File: src/rtl/toe_pkg.sv
// toe_pkg: shared request/error codes and key layout for the TCB lookup engine
package toe_pkg;

    typedef enum logic [1:0] {
        RQ_NOP    = 2'b00,
        RQ_SEARCH = 2'b01,
        RQ_INSERT = 2'b10,
        RQ_DELETE = 2'b11
    } tl_rq_e;

    typedef enum logic [7:0] {
        ERR_OK     = 8'h00,
        ERR_MISS   = 8'h01,
        ERR_FULL   = 8'h02,
        ERR_DUP    = 8'h03,
        ERR_BAD_ID = 8'h04
    } tl_err_e;

    localparam int MAC_W_DEF  = 24;
    localparam int IP_W_DEF   = 32;
    localparam int PORT_W_DEF = 16;

    // Field order matches the concatenation used for the stored key
    typedef struct packed {
        logic [MAC_W_DEF-1:0]  mac_src;
        logic [MAC_W_DEF-1:0]  mac_dst;
        logic [IP_W_DEF-1:0]   ip_src;
        logic [IP_W_DEF-1:0]   ip_dst;
        logic [PORT_W_DEF-1:0] port_src;
        logic [PORT_W_DEF-1:0] port_dst;
    } tcb_key_t;

    localparam int KEY_W = $bits(tcb_key_t);

    function automatic int key_width(input int ip_w, input int mac_w, input int port_w);
        return 2 * (ip_w + mac_w + port_w);
    endfunction

endpackage

File: src/rtl/tcb_key_store.sv
// tcb_key_store: DEPTH x KW key flops with valid bits, one write, one read, one clear port
module tcb_key_store #(
    parameter int DEPTH = 16,
    parameter int KW    = 144
) (
    input  logic                       clk,
    input  logic                       rst_n,
    input  logic                       flush,
    input  logic                       we,
    input  logic [$clog2(DEPTH)-1:0]   wr_idx,
    input  logic [KW-1:0]              wr_key,
    input  logic                       clr,
    input  logic [$clog2(DEPTH)-1:0]   clr_idx,
    input  logic [$clog2(DEPTH)-1:0]   rd_idx,
    output logic [KW-1:0]              rd_key,
    output logic [DEPTH-1:0]           valid
);

    logic [KW-1:0] mem [DEPTH];

    // Key contents are qualified by valid, so they need no reset
    always_ff @(posedge clk) begin
        if (we) mem[wr_idx] <= wr_key;
    end

    // Valid bits: flush wipes everything, otherwise set on write / clear on delete
    always_ff @(posedge clk or negedge rst_n) begin
        if (!rst_n) begin
            valid <= '0;
        end else if (flush) begin
            valid <= '0;
        end else begin
            if (we) valid[wr_idx] <= 1'b1;
            if (clr) valid[clr_idx] <= 1'b0;
        end
    end

    assign rd_key = mem[rd_idx];

endmodule

File: src/rtl/tcb_lookup_engine.sv
// tcb_lookup_engine: sequential-scan connection table mapping a TCP 4-tuple key to a TCB id
module tcb_lookup_engine
    import toe_pkg::*;
#(
    parameter int DEPTH  = 16,
    parameter int IP_W   = 32,
    parameter int MAC_W  = 24,
    parameter int PORT_W = 16
) (
    input  logic                     tl_clk,
    input  logic                     tl_rst,
    input  logic [1:0]               tl_rq,
    input  logic                     tl_flush,
    input  logic [7:0]               tl_id_in,
    input  logic [IP_W-1:0]          tl_ip_src,
    input  logic [IP_W-1:0]          tl_ip_dst,
    input  logic [MAC_W-1:0]         tl_mac_src,
    input  logic [MAC_W-1:0]         tl_mac_dst,
    input  logic [PORT_W-1:0]        tl_port_src,
    input  logic [PORT_W-1:0]        tl_port_dst,
    output logic                     tl_busy,
    output logic                     tl_done,
    output logic [7:0]               tl_error,
    output logic [7:0]               tl_id_out,
    output logic [$clog2(DEPTH):0]   tl_count
);

    localparam int ID_W = $clog2(DEPTH);
    localparam int KW   = key_width(IP_W, MAC_W, PORT_W);

    typedef logic [ID_W-1:0] id_t;
    typedef logic [ID_W:0]   cnt_t;
    typedef enum logic [1:0] {S_IDLE, S_SCAN, S_RESP} state_e;

    state_e          state;
    logic [1:0]      op;
    logic [KW-1:0]   lkey;
    id_t             idx;
    id_t             free_idx;
    logic            free_found;
    logic            pend_wr;
    logic            pend_clr;
    logic [KW-1:0]   key_in;
    logic [KW-1:0]   rd_key;
    logic [DEPTH-1:0] valid;
    logic            rd_valid;
    logic            hit;
    logic            last;
    logic            free_now;
    id_t             fidx;
    logic            del_ok;
    logic            we;
    logic            clr;

    assign key_in   = {tl_mac_src, tl_mac_dst, tl_ip_src, tl_ip_dst, tl_port_src, tl_port_dst};
    assign rd_valid = valid[idx];
    assign hit      = rd_valid && rd_key == lkey;
    assign last     = idx == id_t'(DEPTH - 1);
    // A free slot exists if one was seen earlier or the entry under the scan pointer is empty
    assign free_now = free_found || !rd_valid;
    assign fidx     = free_found ? free_idx : idx;
    assign del_ok   = (tl_id_in >> ID_W) == 8'd0 && valid[id_t'(tl_id_in)];
    // Table changes are committed on the edge that leaves RESP, unless flushed
    assign we       = state == S_RESP && pend_wr && !tl_flush;
    assign clr      = state == S_RESP && pend_clr && !tl_flush;

    tcb_key_store #(.DEPTH(DEPTH), .KW(KW)) u_store (
        .clk     (tl_clk),
        .rst_n   (tl_rst),
        .flush   (tl_flush),
        .we      (we),
        .wr_idx  (free_idx),
        .wr_key  (lkey),
        .clr     (clr),
        .clr_idx (id_t'(tl_id_out)),
        .rd_idx  (idx),
        .rd_key  (rd_key),
        .valid   (valid)
    );

    // Control FSM: accept in IDLE, one compare per SCAN cycle, single-cycle RESP with registered result
    always_ff @(posedge tl_clk or negedge tl_rst) begin
        if (!tl_rst) begin
            state      <= S_IDLE;
            op         <= RQ_NOP;
            lkey       <= '0;
            idx        <= '0;
            free_idx   <= '0;
            free_found <= 1'b0;
            pend_wr    <= 1'b0;
            pend_clr   <= 1'b0;
            tl_busy    <= 1'b0;
            tl_done    <= 1'b0;
            tl_error   <= ERR_OK;
            tl_id_out  <= '0;
            tl_count   <= '0;
        end else begin
            tl_done <= 1'b0;
            if (tl_flush) begin
                state    <= S_IDLE;
                tl_busy  <= 1'b0;
                tl_count <= '0;
                pend_wr  <= 1'b0;
                pend_clr <= 1'b0;
            end else begin
                case (state)
                    S_IDLE: if (tl_rq != RQ_NOP) begin
                        op         <= tl_rq;
                        lkey       <= key_in;
                        idx        <= '0;
                        free_found <= 1'b0;
                        pend_wr    <= 1'b0;
                        tl_busy    <= 1'b1;
                        if (tl_rq == RQ_DELETE) begin
                            state     <= S_RESP;
                            tl_done   <= 1'b1;
                            tl_id_out <= tl_id_in;
                            tl_error  <= del_ok ? ERR_OK : ERR_BAD_ID;
                            pend_clr  <= del_ok;
                        end else begin
                            state <= S_SCAN;
                        end
                    end
                    S_SCAN: begin
                        idx        <= idx + id_t'(1);
                        free_found <= free_now;
                        free_idx   <= fidx;
                        if (hit || last) begin
                            state     <= S_RESP;
                            tl_done   <= 1'b1;
                            pend_wr   <= op == RQ_INSERT && !hit && free_now;
                            tl_error  <= op == RQ_INSERT ? (hit ? ERR_DUP : free_now ? ERR_OK : ERR_FULL)
                                                         : (hit ? ERR_OK : ERR_MISS);
                            tl_id_out <= hit ? 8'(idx) : (op == RQ_INSERT && free_now) ? 8'(fidx) : 8'd0;
                        end
                    end
                    S_RESP: begin
                        state    <= S_IDLE;
                        tl_busy  <= 1'b0;
                        pend_wr  <= 1'b0;
                        pend_clr <= 1'b0;
                        tl_count <= pend_wr ? tl_count + cnt_t'(1) : pend_clr ? tl_count - cnt_t'(1) : tl_count;
                    end
                    default: state <= S_IDLE;
                endcase
            end
        end
    end

endmodule

File: config.mk
export PLATFORM = sky130hd
export DESIGN_NAME = tcb_lookup_engine
export DESIGN_NICKNAME = d
export VERILOG_FILES = /design/src/rtl/toe_pkg.sv /design/src/rtl/tcb_key_store.sv /design/src/rtl/tcb_lookup_engine.sv
export SDC_FILE = /design/constraint.sdc
export NUM_CORES = 2
export LEC_CHECK = 0
export ABC_CLOCK_PERIOD_IN_PS = 11900
export CAP_MARGIN = 15
export CORE_UTILIZATION = 36
export CTS_CLUSTER_SIZE = 16
export DETAILED_ROUTE_END_ITERATION = 7
export GPL_TIMING_DRIVEN = 0
export HOLD_SLACK_MARGIN = 0.02
export PLACE_DENSITY_LB_ADDON = 0.25
export SETUP_SLACK_MARGIN = 0.4
export SLEW_MARGIN = 20
export SYNTH_ARGS = -nofsm -noshare
export SYNTH_HDL_FRONTEND = slang
export SYNTH_SLANG_ARGS = --single-unit
File: constraint.sdc
create_clock -name tl_clk -period 11.9 [get_ports tl_clk]
set_clock_uncertainty 0.15 [all_clocks]
set_input_delay 3.57 -clock tl_clk [delete_from_list [all_inputs] [get_ports tl_clk]]
set_output_delay 3.57 -clock tl_clk [all_outputs]
set_load 0.01 [all_outputs]
==> summary.txt <==
Route
  • Drt drc: 0
  • Final ANT Viol Nets: 0
  • First DRT Iteration DRCs: 10970
  • WL final: a little over 400000 um
  • DR WL/cell: 42.0 um
  • DR vias/cell: 6.21
  • Vias after detailed routing: 61045
  • Drt pass-1 iters: 7

Global routing
  • GRT Residual Overflow: 0
  • First-pass GRT wire length: around 540000 um
  • Vias in the first global route: about 57000
  • Largest net degree at the start of global routing: 74
  • Gr usage total: 29.2%
  • Initial antenna violation count: 28

Logic synthesis
  • Main synth FF type: edfxtp_1
  • Top cells by area, synth: edfxtp_1 69%, mux4_2 8.8%, dfrtp_1 4.8%, mux2i_1 4.5%, mux2_2 2.5%
  • Synth top cells by count: 2304 x edfxtp_1, 447 x mux2i_1, 392 x mux4_2
  • Yosys top cell area share: 69.2%
  • Register area share after synthesis: ~74%
  • Mean post-synth cell area: around 19 um^2
  • Cell count after synthesis: 5209
  • #FFs+latches synth: roughly 2500
  • Cell Area, Synth: 100000 um^2
  • Count leader, synth: edfxtp_1
  • EDFF count, synth: between 2000 and 2500
  • Asr flop ratio synth: 7.73%
  • Post-synthesis cell type count: 86
  • Yosys top cell by area: edfxtp_1
  • Synth Warn #: 0

Floorplanning
  • Die width: 529 um
  • Die ar.: 280000 um^2
  • Core area: 276000 um^2
  • Site row count: 193
  • # IOs: 180
  • Die height: 529 um
  • Initial Utilization: 36.2%

Placement
  • Port Buffers: 172
  • Cell count after placement: 9313
  • Final RePlAce weighted congestion: around 0.99
  • Post-DP HPWL: 286000 um

Worst hold path
  • Min-delay worst type: register to register

Layout
  • Share of layout cells above drive strength 1: 24.8%
  • Area grow syn2layout: 20.3%
  • NumNets Final: just over 6000
  • Layout Cells excl Fill: 9834

Critical path
  • Cell Chain, Critical Path: buf_2 -> inv_1 -> buf_2 -> buf_2 -> buf_2 -> mux2i_1 -> o21ai_0 -> a221oi_1 -> a31oi_1 -> nor4_1 -> nand4_1 -> nor4_4 -> nand2_1 -> ha_1 -> nand3_1 -> a211o_1 -> o311ai_1
  • CP Data Arrival Time: 9440 ps
  • WS Path Type: register to register
  • Most frequent CP cell: buf_2
  • Delay-heaviest family, CP: buffers and inverters
  • Crit path max fanout: 10
  • Buf+Inv Stages, Crit Path: 5
  • Worst path required time: 12580 ps
  • CP max stage cell: a221oi_1
  • Crit path capture type: register
  • CP max stage delay: 1000 ps
  • Type of origin of the critical path: register

Power and ir drop
  • P_int: around 17 mW
  • Power, Total: ~24 mW
  • PwrDens: ~200 nW/um^2
  • Seq pwr share: between 40% and 50%
  • Sw power: approximately 7.3 mW
  • Gate power share: 17.0%
  • Max VDD drop: 105 uV
  • Clock share of power: 36.3%
  • Switch share: 30.2%
  • Leak pwr: 38.9 nW

Clock tree
  • TritonCTS clock tree: done
  • Clk Latency, worst-skew pair: about 960 ps
  • CTS sink count: 2497
  • Post-CTS setup buffers: 0
  • CTS Buf Count: 287
  • Clk buf depth: 4
  • CTS hold repair buffers: 0
  • Clock slew at the register clock pins of the worst setup and hold paths: 60 ps
  • Root buf cell: clkbuf_16
  • Gates resized, CTS repair: 0
  • H-tree depth: 5

STA
  • Fmax: 114 MHz
  • Slew @ Worst Pin: 1320 ps
  • Final Hold Viols: 0
  • Slew HR: 11.7%
  • Final setup fails: 0
  • Fin Hold WS: 338 ps
  • Fin. max-slew vios: 0
  • Aggregate negative setup slack: 0 ps
  • RSZ-0062 raised after global routing: no
  • Period minus WS final: 8760 ps
  • Final period utilization: 73.6%

Job
  • Max Cap Viol: 0

Outcome
  • Status: finished, final reports clean
## power by group through the flow
stage	sequential (mW)	combinational, mW	clock, mW
2_1_floorplan	10.9	2.01	0
3_3_place_gp	11.3	3.89	0
3_5_place_dp	11.4	3.93	0
4_1_cts	11.2	3.95	8.78
5_1_grt	11.3	4.08	9.10
6_report	11.3	4.08	8.75
## worst reg2reg max path, delay by kind of cell (launching register included)
family	cells	cell delay (ps)
buffers and inverters	5	2590
and+or+nand+nor	5	2210
AOI/OAI and AO/OA	5	1900
muxes	1	840
DFF	1	650
adders and majority gates	1	290
## sequential cells by signal, indices dropped and copies added (netlist names), 2 cells and up
register,flops
u_store.mem,2304
lkey,144
u_store.valid,16
tl_id_out,8
tl_count,5
free_idx,4
idx,4
tl_error,3
op,2
state,2
## cell type report
type / count / area (um^2)
Fill cell: 23879 / 156000
Sequential cell: 2497 / 74000
Multi-Input combinational cell: 2382 / 24300
Clock buffer: 382 / 7890
Timing Repair Buffer: 396 / 6230
Tap cell: 3705 / 4640
Buffer: 283 / 1820
Clock inverter: 117 / 1230
Inverter: 51 / 191
Antenna cell: 21 / 52.6
## layer usage
metal | track usage (%) | routed length, um | up-vias
met5 | 0 | 114 | -
met4 | 15.4 | 25000 | 14
met3 | 8.56 | 51900 | 967
met1 | 38.7 | 156000 | 32472
met2 | 43.1 | 180000 | 4824
li1 | - | - | 22768
## per-stage QoR
stage               util [%]  setup slack [ps]  area (um^2)
finish                  43.5              3140       120000
global route            43.5              3470       120000
CTS                     43.5              3520       120000
detailed placement      40.2              3540       111000
global placement        38.5            -10050       106000
floorplan                  -               732       100000
## placed cells by master (no fill, tap or decap), types with 50 or more instances in the layout
master              n
nand3_1            53
o22ai_1            73
clkbuf_1          104
dfrtp_1           185
nand2_1           202
a21oi_1            64
clkdlybuf4s50_1   171
xor2_1             50
mux4_2            392
o21ai_0            91
buf_4              67
clkbuf_16         292
nor2_1            107
mux2_2            220
buf_2              97
a22oi_1           131
buf_16             65
edfxtp_1         2304
buf_12             85
mux2i_1           446
xnor2_1            62
buf_8              63
## kinds of logic (layout without fill, tap and decap cells)
group                    after synthesis  after routing  share of synthesized area, %
AO/OA/AOI/OAI                        640            640                          4.53
AND/OR/NAND/NOR                      560            560                          2.70
adder cells (fa/ha/maj)                6              6                        0.0826
buffers and inverters                334           1229                          1.93
other                                  1             26                       0.00375
flip-flops                          2497           2497                          74.0
XOR/XNOR                             112            112                         0.981
multiplexers                        1059           1059                          15.8
## final timing paths
kind / start / endpoint / slack [ps] / depth (start not counted)
max in group asynchronous: tl_rst / lkey[91] / 8020 / 3
min reg2reg: op[1] / op[1] / 340 / 2
min: op[1] / op[1] / 340 / 2
max reg2reg: idx[2] / pend_wr / 3140 / 17
max: idx[2] / pend_wr / 3140 / 17
min in group asynchronous: tl_rst / lkey[57] / 2270 / 1
No activity file was read; power rests on OpenSTA's default activity.
